==> config.mk <==
export PLATFORM = sky130hd
export DESIGN_NAME = branch_ctrl
export DESIGN_NICKNAME = d
export VERILOG_FILES = /design/src/rtl/branch_pkg.sv /design/src/rtl/branch_cmp.sv /design/src/rtl/branch_ctrl.sv
export SDC_FILE = /design/constraint.sdc
export NUM_CORES = 1
export LEC_CHECK = 0
export CORE_MARGIN = 10
export CORE_UTILIZATION = 51
export CTS_CLUSTER_DIAMETER = 80
export DETAILED_ROUTE_END_ITERATION = 6
export GPL_TIMING_DRIVEN = 0
export PLACE_DENSITY = 0.91
export SYNTH_ARGS = -nofsm -noshare
export SYNTH_HDL_FRONTEND = slang
export SYNTH_SLANG_ARGS = --single-unit
==> constraint.sdc <==
create_clock -name clk -period 21.4 [get_ports clk]
set_input_delay 4.28 -clock clk [delete_from_list [all_inputs] [get_ports clk]]
set_output_delay 4.28 -clock clk [all_outputs]
set_load 0.05 [all_outputs]
==> src/rtl/branch_pkg.sv <==
// Shared definitions for the branch resolution block: funct3 encodings,
// controller states and the default flush length.
package branch_pkg;

  localparam int FLUSH_CYCLES_DEF = 2;

  localparam logic [2:0] F3_BEQ  = 3'b000;
  localparam logic [2:0] F3_BNE  = 3'b001;
  localparam logic [2:0] F3_BLT  = 3'b100;
  localparam logic [2:0] F3_BGE  = 3'b101;
  localparam logic [2:0] F3_BLTU = 3'b110;
  localparam logic [2:0] F3_BGEU = 3'b111;

  typedef enum logic [1:0] {
    ST_IDLE     = 2'd0,
    ST_EVAL     = 2'd1,
    ST_REDIRECT = 2'd2,
    ST_FLUSH    = 2'd3
  } state_e;

endpackage

==> src/rtl/branch_cmp.sv <==
// Combinational branch condition evaluator; funct3 values outside the
// six conditional branches report illegal and never report taken.
module branch_cmp
  import branch_pkg::*;
(
  input  logic [2:0]  fn3,
  input  logic [31:0] a,
  input  logic [31:0] b,
  output logic        taken,
  output logic        illegal
);

  logic signed [31:0] a_s;
  logic signed [31:0] b_s;

  assign a_s = a;
  assign b_s = b;

  always_comb begin
    taken   = 1'b0;
    illegal = 1'b0;
    case (fn3)
      F3_BEQ:  taken = (a == b);
      F3_BNE:  taken = (a != b);
      F3_BLT:  taken = (a_s < b_s);
      F3_BGE:  taken = (a_s >= b_s);
      F3_BLTU: taken = (a < b);
      F3_BGEU: taken = (a >= b);
      default: illegal = 1'b1;
    endcase
  end

endmodule

==> src/rtl/branch_ctrl.sv <==
// Branch resolution controller: captures one branch, evaluates it, then
// issues a redirect strobe and a fixed-length flush when it is taken.
module branch_ctrl
  import branch_pkg::*;
#(
  parameter int FLUSH_CYCLES = FLUSH_CYCLES_DEF
) (
  input  logic        clk,
  input  logic        reset,
  input  logic        br_valid,
  output logic        br_ready,
  input  logic [2:0]  br_fn3,
  input  logic [31:0] br_rs1,
  input  logic [31:0] br_rs2,
  input  logic [31:0] br_pc,
  input  logic [31:0] br_imm,
  output logic        stall,
  output logic        redirect_valid,
  output logic [31:0] redirect_pc,
  output logic        flush,
  output logic        fault,
  output logic [15:0] br_count,
  output logic [15:0] taken_count
);

  localparam logic [3:0] FLUSH_LOAD = 4'(FLUSH_CYCLES - 1);

  state_e      state_q;
  logic [3:0]  flush_cnt_q;
  logic [15:0] br_count_q;
  logic [15:0] taken_count_q;
  logic [31:0] redirect_pc_q;

  logic [2:0]  fn3_q;
  logic [31:0] rs1_q;
  logic [31:0] rs2_q;
  logic [31:0] pc_q;
  logic [31:0] imm_q;

  logic        cmp_taken;
  logic        cmp_illegal;
  logic [31:0] target_d;
  logic        misaligned;
  logic        redirect_d;

  branch_cmp u_cmp (
    .fn3     (fn3_q),
    .a       (rs1_q),
    .b       (rs2_q),
    .taken   (cmp_taken),
    .illegal (cmp_illegal)
  );

  assign target_d   = pc_q + imm_q;
  assign misaligned = (target_d[1:0] != 2'b00);
  assign redirect_d = !cmp_illegal && cmp_taken && !misaligned;

  // Operand capture carries no reset; it only matters once EVAL is entered.
  always_ff @(posedge clk) begin
    if (!reset && state_q == ST_IDLE && br_valid) begin
      fn3_q <= br_fn3;
      rs1_q <= br_rs1;
      rs2_q <= br_rs2;
      pc_q  <= br_pc;
      imm_q <= br_imm;
    end
  end

  always_ff @(posedge clk) begin
    if (reset) begin
      state_q       <= ST_IDLE;
      flush_cnt_q   <= 4'd0;
      br_count_q    <= 16'd0;
      taken_count_q <= 16'd0;
      redirect_pc_q <= 32'd0;
    end else begin
      case (state_q)
        ST_IDLE: begin
          if (br_valid) state_q <= ST_EVAL;
        end
        ST_EVAL: begin
          if (!cmp_illegal) br_count_q <= br_count_q + 16'd1;
          if (redirect_d) begin
            taken_count_q <= taken_count_q + 16'd1;
            redirect_pc_q <= target_d;
            state_q       <= ST_REDIRECT;
          end else begin
            state_q <= ST_IDLE;
          end
        end
        ST_REDIRECT: begin
          flush_cnt_q <= FLUSH_LOAD;
          state_q     <= ST_FLUSH;
        end
        ST_FLUSH: begin
          if (flush_cnt_q == 4'd0) state_q <= ST_IDLE;
          else flush_cnt_q <= flush_cnt_q - 4'd1;
        end
        default: state_q <= ST_IDLE;
      endcase
    end
  end

  // Reset gates the strobes so the idle values show while reset is still held.
  assign br_ready       = reset || (state_q == ST_IDLE);
  assign stall          = !br_ready;
  assign redirect_valid = !reset && (state_q == ST_REDIRECT);
  assign flush          = !reset && (state_q == ST_FLUSH);
  assign fault          = !reset && (state_q == ST_EVAL) &&
                          (cmp_illegal || (cmp_taken && misaligned));
  assign redirect_pc    = reset ? 32'd0 : redirect_pc_q;
  assign br_count       = br_count_q;
  assign taken_count    = taken_count_q;

endmodule

==> results.md, run 1 <==
- CTS Root Cell: clkbuf_16
- Placed cell area: 0.0118 mm2
- I/O pin cnt: 203
- Power per standard cell area: 73.7 mW/mm2
- Rel. slew slack: 0.446
- Top-area cell type share of the netlist area: 0.419
- Final setup violating endpoints: 0
- Hold Path Class: register to register
- CP required: 17120 ps
- Final Max Tran Viols: 0
- WL/cell: 18.7 um
- Area grow syn2layout: 34.5%
- Post-CTS Resized: 0
- IO Port Bufs: 202
- Clk sink count: 201
- Final Critical Period: 11330 ps
- Delay-heaviest family, CP: buffers and inverters
- Final net count: 1258
- CP dominant cell by count: clkbuf_1
- Status: finished, final reports clean
- Period utilization: 0.530
- Num CTS Buffers: 22
- Total GRT Usage: 0.193
- First-pass GRT wire length: 37900 um
- Routed via count: 7160
- Htree depth: 1
- Fmax: 88.2 MHz
- Synth Warn #: 0
- Core ar.: 0.0180 mm2
- Top cells by area, synth: edfxtp_1 42%, dfxtp_1 15%, ha_1 8.9%, a21oi_1 3.1%, nor2b_1 2.9%
- Post-synth EDFFs: 131
- Clock latency on the worst-skew pair: 490 ps
- Initial DRC count: 430
- Fin Clk Skew: 10.4 ps
- Final ANT Viol Nets: 0
- Initial Util: 0.521
- Synth area leader: edfxtp_1
- Syn nets: 1016
- Post-CTS Hold Fix Bufs: 0
- Post-synthesis sequential area ratio: 0.568
- Cell area after synthesis: 0.00940 mm2
- Max cap viols: 0
- Routability Congestion: 0.873
- Post-synthesis cell count: 814
- Vias per inst: 5.50
- Vias in the first global route: 7366
- Final hold viol count: 0
- Post-CTS setup buffer count: 0
- Row count: 49
- Crit Path Max Fanout: 10
- DRC: 0
- WS Path Type: primary input to primary output
- Worst VDD drop: 0.0581 mV
- Crit start category: primary input
- Setup tns final: 0 ps
- Total Wirelength: 24400 um
- Critical path's slowest cell: clkdlybuf4s50_1
- Initial antenna violation count: 2
- Crit path capture type: primary output
- Register bit count reported by yosys: 201
- Die Y: 156 um
- Most used DFF post-synth: edfxtp_1
- Leak pwr: 4.88 nW
- Worst slew pin tran: 824 ps
- Global route overflow: 0
- First-pass iteration count of the detailed router: 5
- Buf/Inv on CP: 5
- Synth cell types: 58
- Share of cells above drive strength 1: 0.0737
- Dpl hpwl: 18900 um
- CTS tree: done
- RSZ-0062 raised after global routing: false
- CP peak stage delay: 770 ps
- Crit-path cells: clkdlybuf4s50_1, clkbuf_1, clkbuf_1, clkbuf_1, nor2_1, clkdlybuf4s50_1
- Crit path DAT: 7050 ps
- Fin area: 0.0126 mm2
- Largest net degree at the start of global routing: 14
- Clock Path Buffers: 3
- Die footprint: 0.0243 mm2
- Syn Area/Cell: 11.5 um2
- FFs w/ async S/R, synth: 0
- CTS clk-pin slew, worst paths: 60 ps
- Die X: 156 um
==> worst register-to-register path, cell delays in order (launching register included) <==
cell and delay (ps):
edfxtp_1 360, ha_1 340, a21oi_1 180, o21ai_1 110
a22oi_1 180, or4b_1 550, nor2_1 240, mux2_2 370
o211ai_1 290, buf_2 280, buf_2 290, buf_2 320
nand2_1 110, o31ai_1 70
==> path summary, 6_finish.rpt <==
check                                      start                        endpoint  slack (ps)  cells after the start
setup / recovery                           reset                 redirect_pc[21]       10070                      6
hold / removal    redirect_pc_q[27]$_SDFFE_PP0P_  redirect_pc_q[27]$_SDFFE_PP0P_         470                      2
setup reg to reg             rs1_q[23]$_DFFE_PP_  redirect_pc_q[23]$_SDFFE_PP0P_       17620                     13
hold reg to reg   redirect_pc_q[27]$_SDFFE_PP0P_  redirect_pc_q[27]$_SDFFE_PP0P_         470                      2
==> kinds of logic after synthesis <==
logic type | count (synthesis) | synth area share
AND/OR/NAND/NOR | 261 | 0.146
flip-flops | 201 | 0.568
XOR/XNOR | 39 | 0.0364
multiplexers | 28 | 0.0309
buffers and inverters | 71 | 0.0293
AO/OA/AOI/OAI | 146 | 0.0984
adder cells (fa/ha/maj) | 68 | 0.0913
==> synth_stat cells, types with 3 or more instances <==
cell and n:
a21o_1 13, nand3_1 25, a31o_2 3, o31ai_1 11, or2_2 4, o211ai_1 5
nand2_1 40, mux2_2 8, edfxtp_1 131, xor2_1 16, buf_2 7, or3_1 6
clkbuf_1 13, inv_1 48, a21oi_1 58, nor4_1 12, nor2_1 66, a211oi_1 5
nand2b_1 7, ha_1 67, o22a_1 6, xnor2_1 23, nor2b_1 43, buf_1 3
nor3b_1 4, dfxtp_1 70, a31oi_1 4, and2_1 3, o21ai_0 22, or4_1 6
nand4_1 13, mux2i_1 20, nor3_1 12, and3_1 9, o21a_1 3
==> cell type report <==
class | count | area [um2]
tap | 229 | 287
buffer | 23 | 95.1
timing repair buffer | 218 | 2150
antenna | 2 | 5.00
sequential | 201 | 5340
inverter | 48 | 180
fill | 1287 | 5390
clock inverter | 2 | 35.0
clock buffer | 38 | 757
multi-input combinational | 542 | 3790
==> routing by layer <==
metal	vias to the layer above	wire length, um	track usage
li1	3471	-	-
met1	3399	9500	0.218
met2	249	12500	0.345
met3	41	1560	0.0438
met4	0	795	0.0758
met5	-	0	0
==> stage by stage <==
step / utilization / power, mW / instances / setup WS (ps) / hold WS [ps]
5_1_grt: 0.701 / 0.964 / 1303 / 9900 / 479
6_report: 0.701 / 0.931 / 1303 / 10070 / 466
2_1_floorplan: - / 0.497 / 814 / 2320 / 427
3_5_place_dp: 0.657 / 0.537 / 1261 / 10080 / 459
4_1_cts: 0.701 / 0.937 / 1301 / 10040 / 468
3_3_place_gp: 0.649 / 0.537 / 1245 / -2910 / 440
==> sequential cells by signal (all words and copies together), names as in the netlist, named ones only <==
register,flops
rs2_q,32
fn3_q,3
redirect_pc_q,32
state_q,1
taken_count,16
flush_cnt_q,4
rs1_q,32
pc_q,32
br_count,16
imm_q,32
==> report_power, final <==
part / internal, mW / switching, mW / total, mW
logic: 0.0495 / 0.0490 / 0.0985
clock network: 0.252 / 0.149 / 0.400
registers: 0.427 / 0.00463 / 0.432
==> placed cells by master (no fill, tap or decap), drive strengths merged, types with 5 or more instances in the layout <==
cell type,instances
nand2b,7
or4,6
or3,6
clkdlybuf4s50,202
dfxtp,70
nand3,25
mux2i,20
inv,48
xor2,16
nor2b,43
edfxtp,131
and3,9
o22a,6
nor2,67
o21ai,24
nor4,13
ha,67
nand2,40
nand4,14
clkbuf,51
mux2,8
buf,26
a21o,13
a21oi,58
o211ai,5
a211oi,5
xnor2,23
o31ai,11
nor3,12
(Power assumes the default switching activity.)
==> inputs of run 2 (changes only) <==
Clock period 21.4 ns to 10.55 ns, I/O delays scaled along.
==> run 2 against run 1 <==
Against the previous run:
- cell count down 0.54%
- worst setup slack got worse by 6500 ps
- final area is 0.58% lower
- critical path type unchanged
- combinational power rose by 100%
- largest power group unchanged
==> results.md, run 2 (synthesis results as in run 1) <==
- Cells on worst reg2reg path: 12
- Post-CTS setup buffer count: 0
- Hold_sp: redirect_pc_q[27]$_SDFFE_PP0P_
- Total GRT Usage: 0.190
- Setup tns final: 0 ps
- Hold slack final: 478 ps
- Hold depth: 2
- Post-CTS Hold Fix Bufs: 0
- Final setup violating endpoints: 0
- Rel. slew slack: 0.362
- Placed cell area: 0.0118 mm2
- I/O pin cnt: 203
- Fmax: 143 MHz
- Final hold viol count: 0
- DP Worst Slack: 3550 ps
- Initial antenna violation count: 1
- First-pass GRT wire length: 37500 um
- Area grow syn2layout: 33.7%
- Crit start category: primary input
- Htree depth: 1
- Routed via count: 7154
- Post-CTS Resized: 0
- Crit Path Max Fanout: 10
- Hold Path Class: register to register
- Multi-input gate area: 0.00380 mm2
- RR Endpoint: redirect_pc_q[29]$_SDFFE_PP0P_
- Clock latency on the worst-skew pair: 500 ps
- Pint: 1.43 mW
- Vias per inst: 5.52
- Worst VDD drop: 0.142 mV
- Setup ws final: 3550 ps
- Area occupied by registers: 0.00534 mm2
- Setup slack, reg-to-reg: 6790 ps
- Share of power burned in registers: 0.473
- RSZ-0062 raised after global routing: false
- Fin area: 0.0126 mm2
- Global route overflow: 0
- Non-filler cells, final: 1296
- Initial DRC count: 407
- Fill count: 1341
- Crit path capture type: primary output
- Row count: 49
- Power per standard cell area: 147 mW/mm2
- CP required: 8440 ps
- Routability Congestion: 0.907
- Core ar.: 0.0180 mm2
- Fin Clk Skew: 17.8 ps
- Most common cell after layout, fill and taps aside: clkdlybuf4s50_1
- WS Path Type: primary input to primary output
- Period utilization: 0.663
- Hold Path Sink: redirect_pc_q[27]$_SDFFE_PP0P_
- Final ANT Viol Nets: 0
- Worst slew pin tran: 953 ps
- CTS tree: done
- Clock power frac: 0.419
- Max cap viols: 0
- Num CTS Buffers: 23
- Sw Pwr: 0.419 mW
- Final Max Tran Viols: 0
- Die Y: 156 um
- Final core occ: 0.697
- Clk sink count: 201
- Vias in the first global route: 7392
- DRC: 0
- Final net count: 1252
- Comb pwr share: 0.107
- Share of cells above drive strength 1: 0.0675
- Total chip power: 1.85 mW
- Clock Path Buffers: 3
- Critical register-to-register path startpoint: rs1_q[31]$_DFFE_PP_
- WL/cell: 18.7 um
- Net Sw Frac: 0.226
- Die footprint: 0.0243 mm2
- CTS Root Cell: clkbuf_16
- Commonest cells after routing, fill and taps aside: 202 x clkdlybuf4s50_1, 131 x edfxtp_1, 70 x dfxtp_1
- Initial Util: 0.521
- Total Wirelength: 24200 um
- Dpl hpwl: 18500 um
- First-pass iteration count of the detailed router: 5
- Die X: 156 um
- CTS clk-pin slew, worst paths: 60 ps
- IO Port Bufs: 202
- Crit path DAT: 4890 ps
- Largest net degree at the start of global routing: 18
- Post-Place Cells: 1254
- Leak pwr: 4.82 nW
- Status: finished, final reports clean
- Final Critical Period: 7000 ps
==> run 2: worst max-delay path, stage by stage <==
cell,delay [ps]
clkdlybuf4s50_1,550
clkbuf_1,480
clkbuf_1,440
clkbuf_1,470
nor2_1,70
clkdlybuf4s50_1,760
==> run 2: area by class of cell <==
class	count	share of cell area
clock buffers	30	0.0496
flip-flops and latches	201	0.425
multi-input cells	542	0.302
repair buffers	211	0.170
diodes	1	0.000199
clock inverters	11	0.00886
well taps	229	0.0228
plain buffers	23	0.00757
inverters	48	0.0143
==> run 2: how the worst max path moves through the flow <==
| stage | from | to | slack (ps) |
|---|---|---|---|
| 2_1_floorplan | reset | fn3_q[0]$_DFFE_PP_ | 260 |
| 3_3_place_gp | reset | imm_q[13]$_DFFE_PP_ | -2960 |
| 3_5_place_dp | reset | redirect_pc[21] | 3550 |
| 4_1_cts | reset | redirect_pc[21] | 3540 |
| 5_1_grt | reset | redirect_pc[21] | 3340 |
| 6_report | reset | redirect_pc[21] | 3550 |
==> run 2: metal layers <==
metal / routed length (um) / track usage
met3: 1550 / 0.0447
met2: 12400 / 0.338
met5: 0 / 0
met1: 9340 / 0.215
met4: 936 / 0.0771
==> run 2: power groups by stage <==
stage          clock, mW  sequential [mW]  combinational, mW
2_1_floorplan          0            0.897              0.106
3_3_place_gp           0            0.899              0.184
3_5_place_dp           0            0.893              0.196
4_1_cts            0.790            0.876              0.198
5_1_grt            0.822            0.878              0.216
6_report           0.776            0.876              0.199
==> inputs of run 3 (changes only) <==
Clock period 10.55 ns to 7.1 ns, I/O delays scaled along.
==> run 3 against run 2 <==
Against the previous run:
- worst hold slack worse by 4.3 ps
- critical path depth unchanged
- clock-buffer cell count up 4
- utilization down 0.055 points
- routed wire length down 2.8%
- total power up 47%
- flip-flop and latch count unchanged
- combinational power up 48%
- sequential power up 48%
- global-route usage down 0.48 points
- largest power group unchanged
==> results.md, run 3 (synthesis results as in run 1) <==
- Status: finished, final reports clean
- GRT met2 Usage: 0.322
- Share of cells above drive strength 1: 0.0648
- Htree depth: 1
- Num CTS Buffers: 22
- Final setup violating endpoints: 0
- Core ar.: 0.0180 mm2
- Die footprint: 0.0243 mm2
- Fin Clk Skew: 18.0 ps
- Final ANT Viol Nets: 0
- Final Critical Period: 5650 ps
- Initial antenna violation count: 2
- Routed via count: 7121
- Initial DRC count: 554
- Final Max Tran Viols: 0
- Post-CTS setup buffer count: 0
- Fmax: 177 MHz
- Final hold viol count: 0
- Post-Place Cells: 1253
- Global route overflow: 0
- Worst Setup SP: reset
- Worst VDD drop: 0.210 mV
- CTS tree: done
- Crit path capture type: primary output
- RR Endpoint: taken_count[15]$_SDFFE_PP0P_
- Cells on worst reg2reg path: 11
- Final net count: 1250
- Worst Setup EP: redirect_pc[21]
- Rel. slew slack: 0.352
- RSZ-0062 raised after global routing: false
- Crit Path Max Fanout: 10
- Commonest cells after routing, fill and taps aside: 202 x clkdlybuf4s50_1, 131 x edfxtp_1, 70 x dfxtp_1
- Setup slack, reg-to-reg: 3400 ps
- CTS clk-pin slew, worst paths: 60 ps
- Busiest grt layer: met2
- Most common cell after layout, fill and taps aside: clkdlybuf4s50_1
- Vias per inst: 5.50
- Area grow syn2layout: 33.6%
- Met3 Usage GRT: 0.0414
- CP required: 5680 ps
- First-pass GRT wire length: 36600 um
- IO Port Bufs: 202
- First-pass iteration count of the detailed router: 5
- Die Y: 156 um
- Post-CTS Hold Fix Bufs: 0
- Crit start category: primary input
- Non-filler cells, final: 1295
- Crit path DAT: 4230 ps
- Power per standard cell area: 217 mW/mm2
- DRC: 0
- Dpl hpwl: 18100 um
- Max cap viols: 0
- CTS Root Cell: clkbuf_16
- Critical register-to-register path startpoint: rs1_q[23]$_DFFE_PP_
- Row count: 49
- Vias in the first global route: 7255
- Clock latency on the worst-skew pair: 500 ps
- Initial Util: 0.521
- Worst slew pin tran: 968 ps
- Post-CTS Resized: 0
- Total Wirelength: 23500 um
- I/O pin cnt: 203
- Largest net degree at the start of global routing: 19
- Leak pwr: 4.82 nW
- Hold Path Class: register to register
- WL/cell: 18.2 um
- Total GRT Usage: 0.185
- Routability Congestion: 0.941
- Clk sink count: 201
- Clock Path Buffers: 3
- Setup tns final: 0 ps
- Hold slack final: 474 ps
- Period utilization: 0.795
- WS Path Type: primary input to primary output
- M1 GR Usage: 0.219
- Die X: 156 um
-- run 3: changes by cell type in the layout (fill, tap and decap cells not counted), sizes merged --
cell      delta
clkinv       -2
buf          -1
clkinvlp     -2
clkbuf       +4
diode        +1
bufinv       -1
-- run 3: power breakdown --
part           switching, mW  leakage (nW)  internal (mW)
logic                  0.146          2.67          0.148
clock network          0.446         0.362          0.687
registers             0.0132          1.78           1.29
total                  0.606          4.82           2.12
-- run 3: how the worst min path moves through the flow --
stage | startpoint | slack (ps) | cells past startpoint | endpoint
floorplan | redirect_pc_q[27]$_SDFFE_PP0P_ | 430 | 2 | redirect_pc_q[27]$_SDFFE_PP0P_
global placement | redirect_pc_q[27]$_SDFFE_PP0P_ | 440 | 2 | redirect_pc_q[27]$_SDFFE_PP0P_
detailed placement | redirect_pc_q[27]$_SDFFE_PP0P_ | 460 | 2 | redirect_pc_q[27]$_SDFFE_PP0P_
CTS | redirect_pc_q[27]$_SDFFE_PP0P_ | 470 | 2 | redirect_pc_q[27]$_SDFFE_PP0P_
global route | redirect_pc_q[27]$_SDFFE_PP0P_ | 500 | 2 | redirect_pc_q[27]$_SDFFE_PP0P_
finish | redirect_pc_q[27]$_SDFFE_PP0P_ | 470 | 2 | redirect_pc_q[27]$_SDFFE_PP0P_
-- run 3: cell type report --
cell class | instances | area (um2)
fill | 1278 | 5470
multi-input combinational | 542 | 3800
tap | 229 | 287
timing repair buffer | 210 | 2120
buffer | 23 | 95.1
sequential | 201 | 5340
antenna | 2 | 5.00
clock inverter | 6 | 60.1
clock buffer | 34 | 669
inverter | 48 | 180
-- run 3: per-layer routing --
metal | vias to the layer above | wire length (um)
met5 | - | 0
met4 | 0 | 853
met3 | 54 | 1600
met2 | 239 | 11800
met1 | 3375 | 9270
li1 | 3453 | -
-- run 3: through the flow --
stage / worst slack [ps] / area [um2] / utilization / total power [mW]
5_1_grt: 1270 / 12600 / 0.697 / 2.83
6_report: 1450 / 12600 / 0.697 / 2.73
4_1_cts: 1440 / 12600 / 0.696 / 2.75
2_1_floorplan: 592 / 9410 / - / 1.49
3_5_place_dp: 1460 / 11800 / 0.656 / 1.62
3_3_place_gp: -1520 / 11700 / 0.650 / 1.60
-- run 3: worst max-delay path, stage by stage --
cell and delay (ps):
clkdlybuf4s50_1 560, clkbuf_1 450, clkbuf_1 460, clkbuf_1 490, nor2_1 70, clkdlybuf4s50_1 760
